## config.mk

```make
export PLATFORM = sky130hd
export DESIGN_NAME = alu_arbiter
export DESIGN_NICKNAME = d
export VERILOG_FILES = /design/src/rtl/alu_arbiter.sv
export SDC_FILE = /design/constraint.sdc
export NUM_CORES = 1
export LEC_CHECK = 0
export BUFFER_PORTS_ARGS = -buffer_cell sky130_fd_sc_hd__clkbuf_2
export CORE_MARGIN = 4
export CORE_UTILIZATION = 44
export CTS_CLUSTER_DIAMETER = 200
export DETAILED_ROUTE_END_ITERATION = 10
export PLACE_DENSITY_LB_ADDON = 0.25
export SETUP_SLACK_MARGIN = 0.4
export SYNTH_ARGS = -nofsm -noshare
export SYNTH_HDL_FRONTEND = slang
export SYNTH_SLANG_ARGS = --single-unit
```

## constraint.sdc

```tcl
create_clock -name clk_i -period 2.1 [get_ports clk_i]
set_input_delay 0.21 -clock clk_i [delete_from_list [all_inputs] [get_ports clk_i]]
set_output_delay 0.21 -clock clk_i [all_outputs]
set_load 0.03 [all_outputs]
```

## src/rtl/alu_arbiter.sv

```systemverilog
// alu_arbiter: round-robin arbiter sequencing NUM_REQ requesters onto one shared 16-bit ALU
module alu_arbiter #(
    parameter int NUM_REQ = 4,
    parameter int IDW     = 2
) (
    input  logic                   clk_i,
    input  logic                   rst_n_i,
    input  logic [NUM_REQ-1:0]     req_valid_i,
    output logic [NUM_REQ-1:0]     req_ready_o,
    input  logic [16*NUM_REQ-1:0]  req_a_i,
    input  logic [16*NUM_REQ-1:0]  req_b_i,
    input  logic [3*NUM_REQ-1:0]   req_op_i,
    output logic [NUM_REQ-1:0]     resp_valid_o,
    input  logic [NUM_REQ-1:0]     resp_ready_i,
    output logic [15:0]            resp_data_o,
    output logic                   resp_err_o,
    output logic [15:0]            alu_a_o,
    output logic [15:0]            alu_b_o,
    output logic [2:0]             alu_op_o,
    input  logic [15:0]            alu_out_i,
    output logic [IDW-1:0]         grant_id_o,
    output logic                   busy_o
);
    typedef enum logic [1:0] {IDLE, EXEC, RESP} state_t;

    state_t         state_q, state_d;
    logic [IDW-1:0] last_q, grant_q, win_id;
    logic           win_found;
    logic [15:0]    alu_a_q, alu_b_q, resp_data_q;
    logic [2:0]     alu_op_q;
    logic           resp_err_q;

    // Winner search from last+1 upward with wrap; descending loop lets the nearest valid overwrite
    always_comb begin
        win_found = 1'b0;
        win_id    = '0;
        for (int k = NUM_REQ; k >= 1; k--) begin
            if (req_valid_i[(int'(last_q) + k) % NUM_REQ]) begin
                win_found = 1'b1;
                win_id    = IDW'((int'(last_q) + k) % NUM_REQ);
            end
        end
    end

    // State register
    always_ff @(posedge clk_i or negedge rst_n_i) begin
        if (!rst_n_i) state_q <= IDLE;
        else          state_q <= state_d;
    end

    // Next state: IDLE waits for a winner, EXEC lasts one cycle, RESP waits for the owner's ready
    always_comb begin
        state_d = state_q;
        case (state_q)
            IDLE:    state_d = win_found ? EXEC : IDLE;
            EXEC:    state_d = RESP;
            RESP:    state_d = resp_ready_i[grant_q] ? IDLE : RESP;
            default: state_d = IDLE;
        endcase
    end

    // Handshake outputs; ready is held low while reset is asserted even though the FSM sits in IDLE
    always_comb begin
        req_ready_o  = (rst_n_i && state_q == IDLE && win_found) ? NUM_REQ'(1) << win_id : '0;
        resp_valid_o = (state_q == RESP) ? NUM_REQ'(1) << grant_q : '0;
        busy_o       = state_q != IDLE;
    end

    // Operand capture on the request handshake, result capture at the end of EXEC
    always_ff @(posedge clk_i or negedge rst_n_i) begin
        if (!rst_n_i) begin
            alu_a_q     <= '0;
            alu_b_q     <= '0;
            alu_op_q    <= '0;
            grant_q     <= '0;
            last_q      <= IDW'(NUM_REQ - 1);
            resp_data_q <= '0;
            resp_err_q  <= 1'b0;
        end else begin
            if (state_q == IDLE && win_found) begin
                alu_a_q  <= req_a_i[16*int'(win_id) +: 16];
                alu_b_q  <= req_b_i[16*int'(win_id) +: 16];
                alu_op_q <= req_op_i[3*int'(win_id) +: 3];
                grant_q  <= win_id;
                last_q   <= win_id;
            end
            if (state_q == EXEC) begin
                resp_data_q <= (alu_op_q == 3'd7) ? '0 : alu_out_i;
                resp_err_q  <= alu_op_q == 3'd7;
            end
        end
    end

    assign alu_a_o     = alu_a_q;
    assign alu_b_o     = alu_b_q;
    assign alu_op_o    = alu_op_q;
    assign grant_id_o  = grant_q;
    assign resp_data_o = resp_data_q;
    assign resp_err_o  = resp_err_q;
endmodule

```

==> key figures, run 1 <==
Detailed routing
  • Drt drc: 0
  • Routed WL: ~14000 um
  • Via count: roughly 4100
  • First DRT Iteration DRCs: 111
  • Avg WL per Cell: 18.9 um
  • Post-detailed-route count of antenna-violating nets: 0
  • Number of vias per cell: 5.59
  • Number of detailed-route iterations in the first pass: 4

Logic synthesis
  • Adder-Cell Fraction of Synth Area: 0
  • Number of distinct library cells after synthesis: 38
  • Simple-Gate Fraction of Synth Area: 0.0753
  • Syn avg cell area: ~10 um^2
  • Largest family of logic cells by synthesized area: compound AO/OA/AOI/OAI gates
  • Post-Synthesis Cell Area: ~3800 um^2
  • Synthesized instance count: between 300 and 400
  • Register area share after synthesis: 0.384
  • Synth warn: 0
  • Synth Area in Compound Gates: 0.346
  • Proportion of synthesized area in mux cells: 0.104
  • EDFF count, synth: 0
  • Post-synthesis xor/xnor area fraction: 0
  • Most common flop cell mapped by yosys: dfrtp_1
  • Synth Net Count: approximately 530
  • Post-synth ARST share: 1.00
  • FF+latch count, synth: 58

Critical path
  • WP data arrival: around 2000 ps
  • Slowest cell on the critical path: dfstp_2
  • Buffers & Inverters on Critical Path: 1
  • Crit. path cell count: 6
  • CP cell instances: and3_4 -> a31oi_2 -> and2_4 -> nand3b_1 -> nor2_4 -> buf_8
  • Critical path class: flip-flop to primary output
  • CP startpoint kind: flip-flop
  • Critical path's largest stage delay: 610 ps
  • Worst setup startpoint: last_q[1]
  • Worst R2R Start: last_q[1]
  • Worst R2R Path Depth: 9
  • Crit. End Element: primary output
  • RR Endpoint: alu_op_o[1]
  • R2r setup slk: -60 ps
  • CP top delay family: simple AND/OR/NAND/NOR gates
  • Critical Path End: req_ready_o[0]
  • CP required: ~1900 ps
  • Crit Path Max Fanout: 7

Timing
  • Post-route setup slack: -132 ps
  • Total negative slack: -840 ps
  • Period minus WS final: between 2000 and 2500 ps
  • Max-slew violations: 0
  • Final period utilization: 1.06
  • Hold WS: between 90 and 100 ps
  • Setup violations, final: 24
  • RSZ-0062 raised after global routing: true
  • Actual slew at the worst max-slew pin: around 660 ps
  • Fmax: 448 MHz
  • Slew HR: 0.557
  • Skew final: roughly 9.3 ps
  • Final Hold Fails: 0

Cells and area
  • Final net count: 782
  • Most common cell after layout, fill and taps aside: clkbuf_2
  • Post-Layout Cell Count: 726
  • Most frequent cells in the layout: 224 x clkbuf_2, 71 x a211oi_2, 56 x dfrtp_1
  • Layout area overhead: 62.7%
  • N_diodes: 0
  • Fin area: 6160 um^2
  • Layout cells sized above 1: 0.667

Worst hold path
  • Min-delay src: alu_out_i[12]
  • Min-Delay Path Class: input port to flip-flop
  • Worst hold path depth: 2

Global routing
  • Overflow after GRT: 0
  • Largest net degree at the start of global routing: 53
  • Total global-route track usage: 0.267
  • Number of global-route vias before repair: 4250
  • Initial antenna violation count: 0
  • First-pass GRT wire length: ~21000 um

Clocking
  • CTS Sinks: 58
  • TritonCTS buffer count: 9
  • CTS H-tree lvls: 3
  • CTS tree: yes
  • Worst-Skew Late Latency: ~330 ps
  • Clock Root Buffer: clkbuf_8
  • Clock-pin slew on the worst setup and hold paths: about 80 ps
  • Max clock buf depth: 2

Pwr
  • Pwr Density: 1520 nW/um^2
  • VDD IR max: 682 uV
  • Cell leakage power: ~2.8 nW

Status
  • Status: finished, violations left
  • Failing checks: setup timing

Placement
  • Detailed-placement wirelength estimate: 9300 um
  • Cell Count Post-Placement: 684
  • GP Congestion: between 0.8 and 0.9
  • Placed cell areas: just over 5000 um^2
  • Setup WS pre-CTS: roughly 100 ps
  • IO Port Bufs: between 200 and 250

Floorplanning
  • I/O Pins: 229
  • Starting Density: 0.456
  • Die span in x: between 100 and 150 um
  • Cell Rows: 33
  • Die height: just over 100 um
  • Core footprint: about 8300 um^2
  • Die Outline Area: 10200 um^2

Run
  • MaxCap Viol Count: 0
registers in the layout, indices dropped and copies added, names as in the netlist:
register     flops
alu_a_o         16
alu_b_o         16
alu_op_o         3
grant_id_o       2
last_q           2
resp_data_o     16
resp_err_o       1
state_q          2
final cells by class:
type	instances	area [um^2]
inverter	40	155
clock inverter	7	78.8
clock buffer	9	124
tap	105	131
timing repair buffer	274	1760
fill	572	2140
multi-input combinational	233	2450
sequential	58	1450
worst reg2reg max path, cell delays in order (launching register included):
cell and delay (ps):
dfstp_2 610, buf_4 150, mux2i_4 240, o22ai_4 120, a21oi_4 170, buf_6 170
buf_6 120, buf_16 130, mux2i_2 230, a211oi_1 90
worst min-delay path by stage:
stage	slack [ps]	end
after floorplan	-90	alu_a_o[0]
after global placement	80	alu_a_o[13]
after detailed placement	80	alu_a_o[13]
after CTS	70	resp_data_o[12]
after global routing	90	resp_data_o[12]
final	90	resp_data_o[12]
power by group:
group          switching (mW)  internal [mW]  total (mW)
Sequential              0.385           1.70        2.08
Clock                   0.489          0.555        1.04
Combinational            3.57           2.69        6.27
Total                    4.45           4.95        9.40
synthesized netlist by cell type, types with 2 or more instances:
cell	n	area (um^2)
mux2i_1	35	350
a31oi_1	3	18.8
buf_2	7	35.0
dfstp_2	2	52.6
clkbuf_1	15	56.3
a21oi_1	3	15.0
a211oi_1	49	368
nand2_1	5	18.8
nand2b_1	4	25.0
a211oi_2	56	701
buf_6	6	67.6
dfrtp_1	56	1400
inv_1	39	146
nor3b_1	2	15.0
buf_4	2	15.0
nor2_1	42	158
a22o_1	16	140
cells by family after synthesis:
kind of cell,Yosys count
flops,58
compound gates,133
mux,37
buf+inv,72
simple gates,63
routing by layer:
layer  wire length [um]  vias to the layer above  track usage
li1                   -                     1854            -
met1               5310                     1967        0.324
met2               7150                      200        0.469
met3                895                       39       0.0505
met4                342                        0       0.0995
met5                  0                        -            0
what timing repair did:
| action | 4_1_cts | 5_1_grt |
|---|---|---|
| hold buffers | 1 | 0 |
| cloned | 4 | 0 |
| setup endpoints to repair | 39 | 41 |
| resized for setup | 78 | 27 |
| endpoints found under the hold margin | 6 | 0 |
| pin swaps | 33 | 4 |
| buffers inserted | 17 | 4 |
metrics by stage:
step	util	power [mW]
2_1_floorplan	-	5.76
6_report	0.742	9.40
4_1_cts	0.718	9.15
3_5_place_dp	0.620	7.18
3_3_place_gp	0.620	7.06
5_1_grt	0.742	9.91
No activity file was read; power rests on OpenSTA's default activity.
==> inputs of run 2 (changes only) <==
--- a/config.mk
+++ b/config.mk
@@ -6,8 +6,10 @@
 export NUM_CORES = 1
 export LEC_CHECK = 0
 export BUFFER_PORTS_ARGS = -buffer_cell sky130_fd_sc_hd__clkbuf_2
+export CELL_PAD_IN_SITES_DETAIL_PLACEMENT = 1
+export CELL_PAD_IN_SITES_GLOBAL_PLACEMENT = 1
 export CORE_MARGIN = 4
-export CORE_UTILIZATION = 44
+export CORE_UTILIZATION = 32
 export CTS_CLUSTER_DIAMETER = 200
 export DETAILED_ROUTE_END_ITERATION = 10
 export PLACE_DENSITY_LB_ADDON = 0.25
==> run 2 against run 1 <==
The run still ends with setup timing left; design area grew 6.2%; register-to-register slack improved by 70 ps; clock power grew 63%; worst hold slack got worse by 3.6 ps; global-route usage fell by 3.8 points; utilization shrank 17 points.
==> key figures, run 2 (synthesis gave the netlist of run 1 again) <==
Status
  • Status: finished, violations left
  • Failing checks: setup timing

Timing
  • Period minus WS final: 2150 ps (-81.8 ps)
  • Skew final: 8.88 ps (-0.442 ps)
  • Fmax: 465 MHz (+3.8%)
  • Final Hold Fails: 0 (unchanged)
  • Actual slew at the worst max-slew pin: 695 ps (+29.8 ps)
  • Hold WS: 91.2 ps (-3.64 ps)
  • Post-route setup slack: -50.3 ps (+81.8 ps)
  • RSZ-0062 raised after global routing: true
  • Final period utilization: 1.02 (-0.0390)
  • Slew HR: 0.537 (-0.0199)
  • Setup violations, final: 4 (-83%)
  • Max-slew violations: 0 (unchanged)

Cells and area
  • Layout cells sized above 1: 0.703 (+0.0359)
  • Final net count: 783 (+0.13%)
  • Most common cell after layout, fill and taps aside: clkbuf_2
  • # fillers: 1266 (+120%)
  • N_diodes: 0 (unchanged)
  • Post-Layout Cell Count: 765 (+5.4%)
  • Layout area overhead: 72.7%
  • Most frequent cells in the layout: 223 x clkbuf_2, 87 x a211oi_2, 56 x dfrtp_1
  • Core Util, Final: 0.568 (-0.174)

Clocking
  • TritonCTS buffer count: 9 (unchanged)
  • Clock-pin slew on the worst setup and hold paths: 60 ps (-20 ps)
  • CTS tree: yes
  • CTS Sinks: 58 (unchanged)
  • Clock Root Buffer: clkbuf_16
  • CTS H-tree lvls: 3 (unchanged)
  • Worst-Skew Late Latency: 340 ps (about the same)
  • Max clock buf depth: 2 (unchanged)

Global routing
  • Largest net degree at the start of global routing: 51 (-3.8%)
  • Number of global-route vias before repair: 4374 (+2.9%)
  • First-pass GRT wire length: 23900 um (+12%)
  • Initial antenna violation count: 0 (unchanged)
  • Total global-route track usage: 0.230 (-0.0378)
  • Overflow after GRT: 0 (unchanged)

Detailed routing
  • First DRT Iteration DRCs: 152 (+37%)
  • Drt drc: 0 (unchanged)
  • Via count: 4065 (+0.12%)
  • Number of detailed-route iterations in the first pass: 4 (unchanged)
  • Post-detailed-route count of antenna-violating nets: 0 (unchanged)
  • Number of vias per cell: 5.31 (-5.0%)
  • Routed WL: 16700 um (+22%)
  • Avg WL per Cell: 21.8 um (+16%)

Critical path
  • CP startpoint kind: flip-flop
  • Crit Path Max Fanout: 6 (-1)
  • Critical path class: flip-flop to primary output
  • WP data arrival: 1940 ps (-80 ps)
  • CP required: 1890 ps (about the same)
  • Crit. End Element: primary output

Placement
  • Cell Count Post-Placement: 724 (+5.8%)
  • Detailed-placement wirelength estimate: 11100 um (+20%)
  • IO Port Bufs: 228 (unchanged)
  • GP Congestion: 0.776 (-13%)

Floorplanning
  • Cell Rows: 39 (+18%)
  • Die span in x: 117 um (+16%)
  • I/O Pins: 229 (unchanged)
  • Die Outline Area: 13600 um^2 (+34%)
  • Starting Density: 0.329 (-0.127)
  • Core footprint: 11500 um^2 (+39%)
  • Die height: 117 um (+16%)

Worst hold path
  • Min-Delay Path Class: input port to flip-flop

Pwr
  • VDD IR max: 628 uV (-7.9%)
  • Pwr Density: 1590 nW/um^2 (+4.1%)
  • Cell leakage power: 2.99 nW (+5.4%)

Run
  • MaxCap Viol Count: 0 (unchanged)
==> run 2: cell types whose count changed in the layout (fill, tap and decap cells not counted), sizes merged <==
cell,before,now
inv,41,40
clkinvlp,3,1
bufinv,1,2
clkbuf,235,238
clkinv,2,1
bufbuf,0,1
==> run 2: path summary, 6_finish.rpt <==
| kind | from | to | slack (ps) | cells past startpoint |
|---|---|---|---|---|
| max | last_q[1] | req_ready_o[0] | -50 | 6 |
| min | alu_out_i[2] | resp_data_o[2] | 90 | 2 |
| max reg2reg | last_q[1] | alu_a_o[9] | 10 | 8 |
| min reg2reg | resp_data_o[3] | resp_data_o[3] | 510 | 1 |
| max in group asynchronous | rst_n_i | resp_data_o[8] | 1310 | 2 |
| min in group asynchronous | rst_n_i | alu_b_o[10] | 150 | 2 |
==> run 2: power by group <==
group          total (mW)  leakage [nW]  internal [mW]  switching, mW
logic                6.59          2.16           2.79           3.80
clock network        1.70         0.165           1.13          0.563
registers            2.09         0.669           1.70          0.391
total                10.4          2.99           5.63           4.75
==> run 2: repair_timing <==
item	in CTS	in global routing
setup endpoints to repair	40	43
hold endpoints to repair	8	0
buffers inserted	14	4
cloned	4	2
hold buffers	1	0
pin swaps	34	21
resized for setup	70	61
==> run 2: worst max-delay path: stages (launching register included) <==
cell and delay, ps:
dfstp_2 620, and3_4 230, a31oi_4 40, and2_4 160, nand3b_1 250, nor2_4 170
buf_8 130
==> run 2: area by class of cell <==
| class | count | area [um^2] | area share |
|---|---|---|---|
| clock buffers | 12 | 267 | 0.0408 |
| multi-input cells | 233 | 2580 | 0.395 |
| well taps | 143 | 179 | 0.0274 |
| clock inverters | 4 | 72.6 | 0.0111 |
| repair buffers | 275 | 1840 | 0.281 |
| inverters | 40 | 150 | 0.0230 |
| flip-flops and latches | 58 | 1450 | 0.222 |
==> run 2: per-layer routing <==
metal	share of wire	up-vias	global-route usage
met5	0	-	0
met4	0.029	0	0.0986
met3	0.046	35	0.0386
met2	0.54	134	0.411
met1	0.38	2046	0.270
li1	-	1850	-
==> run 2: per-stage QoR <==
step                instance area (um^2)  total power [mW]  setup TNS [ps]  setup WS (ps)
floorplan                           3870              5.76               0            221
global placement                    5210              7.16               0            149
detailed placement                  5210              7.32               0           62.5
CTS                                 6110              9.81           -87.6          -41.4
global route                        6540              10.9            -984           -108
finish                              6540              10.4            -139          -50.3
==> inputs of run 3 (changes only) <==
--- a/config.mk
+++ b/config.mk
@@ -9,8 +9,8 @@
 export CELL_PAD_IN_SITES_DETAIL_PLACEMENT = 1
 export CELL_PAD_IN_SITES_GLOBAL_PLACEMENT = 1
 export CORE_MARGIN = 4
-export CORE_UTILIZATION = 32
-export CTS_CLUSTER_DIAMETER = 200
+export CORE_UTILIZATION = 30
+export CTS_CLUSTER_DIAMETER = 30
 export DETAILED_ROUTE_END_ITERATION = 10
 export PLACE_DENSITY_LB_ADDON = 0.25
 export SETUP_SLACK_MARGIN = 0.4
==> run 3 against run 2 <==
The run still ends with setup timing left; worst setup slack improved by 37 ps; routed wire length decreased by 4.1%; power decreased by 2.4%; non-clock buffer count decreased by 4.
==> key figures, run 3 (synthesis gave the netlist of run 1 again) <==
Status
  • Status: finished, violations left
  • Failing checks: setup timing

Critical path
  • Worst setup startpoint: last_q[1]
  • CP required: 1890 ps (about the same)
  • RR Endpoint: alu_a_o[15]
  • Worst R2R Start: last_q[1]
  • Crit. End Element: primary output
  • Critical path class: flip-flop to primary output
  • Critical Path End: req_ready_o[1]
  • R2r setup slk: 30 ps (+20 ps)
  • Crit Path Max Fanout: 5 (-1)
  • Worst R2R Path Depth: 8 (unchanged)
  • WP data arrival: 1900 ps (-40 ps)
  • CP startpoint kind: flip-flop

Detailed routing
  • Via count: 3954 (-2.7%)
  • First DRT Iteration DRCs: 122 (-20%)
  • Post-detailed-route count of antenna-violating nets: 0 (unchanged)
  • Routed WL: 16000 um (-4.1%)
  • Drt drc: 0 (unchanged)
  • Number of detailed-route iterations in the first pass: 4 (unchanged)
  • Avg WL per Cell: 20.4 um (-6.7%)
  • Number of vias per cell: 5.03 (-5.3%)

Clocking
  • Max clock buf depth: 2 (unchanged)
  • Clock Root Buffer: clkbuf_16
  • Clock-pin slew on the worst setup and hold paths: 60 ps (about the same)
  • CTS tree: yes
  • TritonCTS buffer count: 9 (unchanged)
  • Worst-Skew Late Latency: 330 ps (about the same)
  • CTS H-tree lvls: 3 (unchanged)
  • CTS Sinks: 58 (unchanged)

Cells and area
  • Most common cell after layout, fill and taps aside: clkbuf_2
  • Most frequent cells in the layout: 224 x clkbuf_2, 69 x a211oi_2, 56 x dfrtp_1
  • Core Util, Final: 0.528 (-0.0399)
  • Layout cells sized above 1: 0.670 (-0.0327)
  • N_diodes: 0 (unchanged)
  • Final net count: 779 (-0.51%)
  • Layout area overhead: 69.6%
  • # fillers: 1386 (+9.5%)

Timing
  • Slew HR: 0.605 (+0.0685)
  • Total negative slack: -20.6 ps (+119 ps)
  • Max-slew violations: 0 (unchanged)
  • Period minus WS final: 2110 ps (-37.0 ps)
  • Final period utilization: 1.01 (-0.0176)
  • Fmax: 473 MHz (+1.8%)
  • Skew final: 11.0 ps (+2.11 ps)
  • RSZ-0062 raised after global routing: true
  • Post-route setup slack: -13.3 ps (+37.0 ps)
  • Final Hold Fails: 0 (unchanged)
  • Hold WS: 70.2 ps (-21.0 ps)
  • Actual slew at the worst max-slew pin: 592 ps (-103 ps)
  • Setup violations, final: 2 (-2)

Run
  • MaxCap Viol Count: 0 (unchanged)

Placement
  • Detailed-placement wirelength estimate: 11000 um (-1.4%)
  • IO Port Bufs: 228 (unchanged)
  • GP Congestion: 0.795 (+2.4%)

Floorplanning
  • Die Outline Area: 14500 um^2 (+6.2%)
  • Die height: 120 um (+3.1%)
  • Starting Density: 0.311 (-0.0175)
  • I/O Pins: 229 (unchanged)
  • Die span in x: 120 um (+3.1%)
  • Core footprint: 12200 um^2 (+5.6%)
  • Cell Rows: 40 (+2.6%)

Worst hold path
  • Min-Delay Path Class: input port to asynchronous set/reset pin

Global routing
  • Initial antenna violation count: 0 (unchanged)
  • Number of global-route vias before repair: 4509 (+3.1%)
  • Largest net degree at the start of global routing: 45 (-12%)
  • Overflow after GRT: 0 (unchanged)
  • Total global-route track usage: 0.218 (-0.0115)
  • First-pass GRT wire length: 24600 um (+2.7%)

Pwr
  • Cell leakage power: 2.92 nW (-2.4%)
  • Pwr Density: 1580 nW/um^2 (-0.61%)
  • VDD IR max: 501 uV (-20%)
-- run 3: critical path: stages, from the launching register on --
cell and delay (ps):
dfstp_2 590, and3_1 190, a31oi_2 50, and2_4 190
nand3b_1 260, nor2_4 130, clkbuf_8 160
-- run 3: routing by layer --
layer,vias to the layer above,share of wire,track usage
met5,-,0,0
met4,0,0.020,0.0722
met3,19,0.047,0.0398
met2,143,0.52,0.400
met1,1956,0.42,0.256
li1,1836,-,-
-- run 3: worst min path at each step --
stage          cells after the start     startpoint  slack (ps)               to
2_1_floorplan                      0        rst_n_i         -90       alu_a_o[0]
3_3_place_gp                       2        rst_n_i         300      alu_a_o[14]
3_5_place_dp                       2        rst_n_i         280      alu_b_o[15]
4_1_cts                            2        rst_n_i          90    grant_id_o[0]
5_1_grt                            2  alu_out_i[12]          90  resp_data_o[12]
6_report                           2        rst_n_i          70    grant_id_o[0]
-- run 3: through the flow --
| step | cells | worst slack [ps] | total power [mW] | instance area, um^2 |
|---|---|---|---|---|
| floorplan | 363 | 221 | 5.76 | 3870 |
| global placement | 748 | 171 | 7.13 | 5220 |
| detailed placement | 748 | 102 | 7.28 | 5220 |
| CTS | 783 | -41.4 | 9.81 | 6130 |
| global route | 786 | -101 | 10.7 | 6420 |
| finish | 786 | -13.3 | 10.1 | 6420 |
-- run 3: layout make-up --
cell class / instances / area [um^2] / area share
inverter: 40 / 153 / 0.0238
sequential: 58 / 1450 / 0.226
clock inverter: 7 / 93.8 / 0.0146
tap: 168 / 210 / 0.0327
timing repair buffer: 271 / 1760 / 0.274
clock buffer: 9 / 225 / 0.0351
multi-input combinational: 233 / 2530 / 0.393
-- run 3: timing repair --
item | 4_1_cts | 5_1_grt
endpoints found under the setup margin | 39 | 40
resized for setup | 69 | 44
pin swaps | 18 | 22
hold buffers | 1 | 0
endpoints found under the hold margin | 14 | 0
gates cloned | 5 | 1
buffers inserted | 13 | 2
-- run 3: power by group --
part           total, mW  internal (mW)  switching, mW
clock network       1.58           1.03          0.545
registers           2.06           1.70          0.363
logic               6.48           2.68           3.81
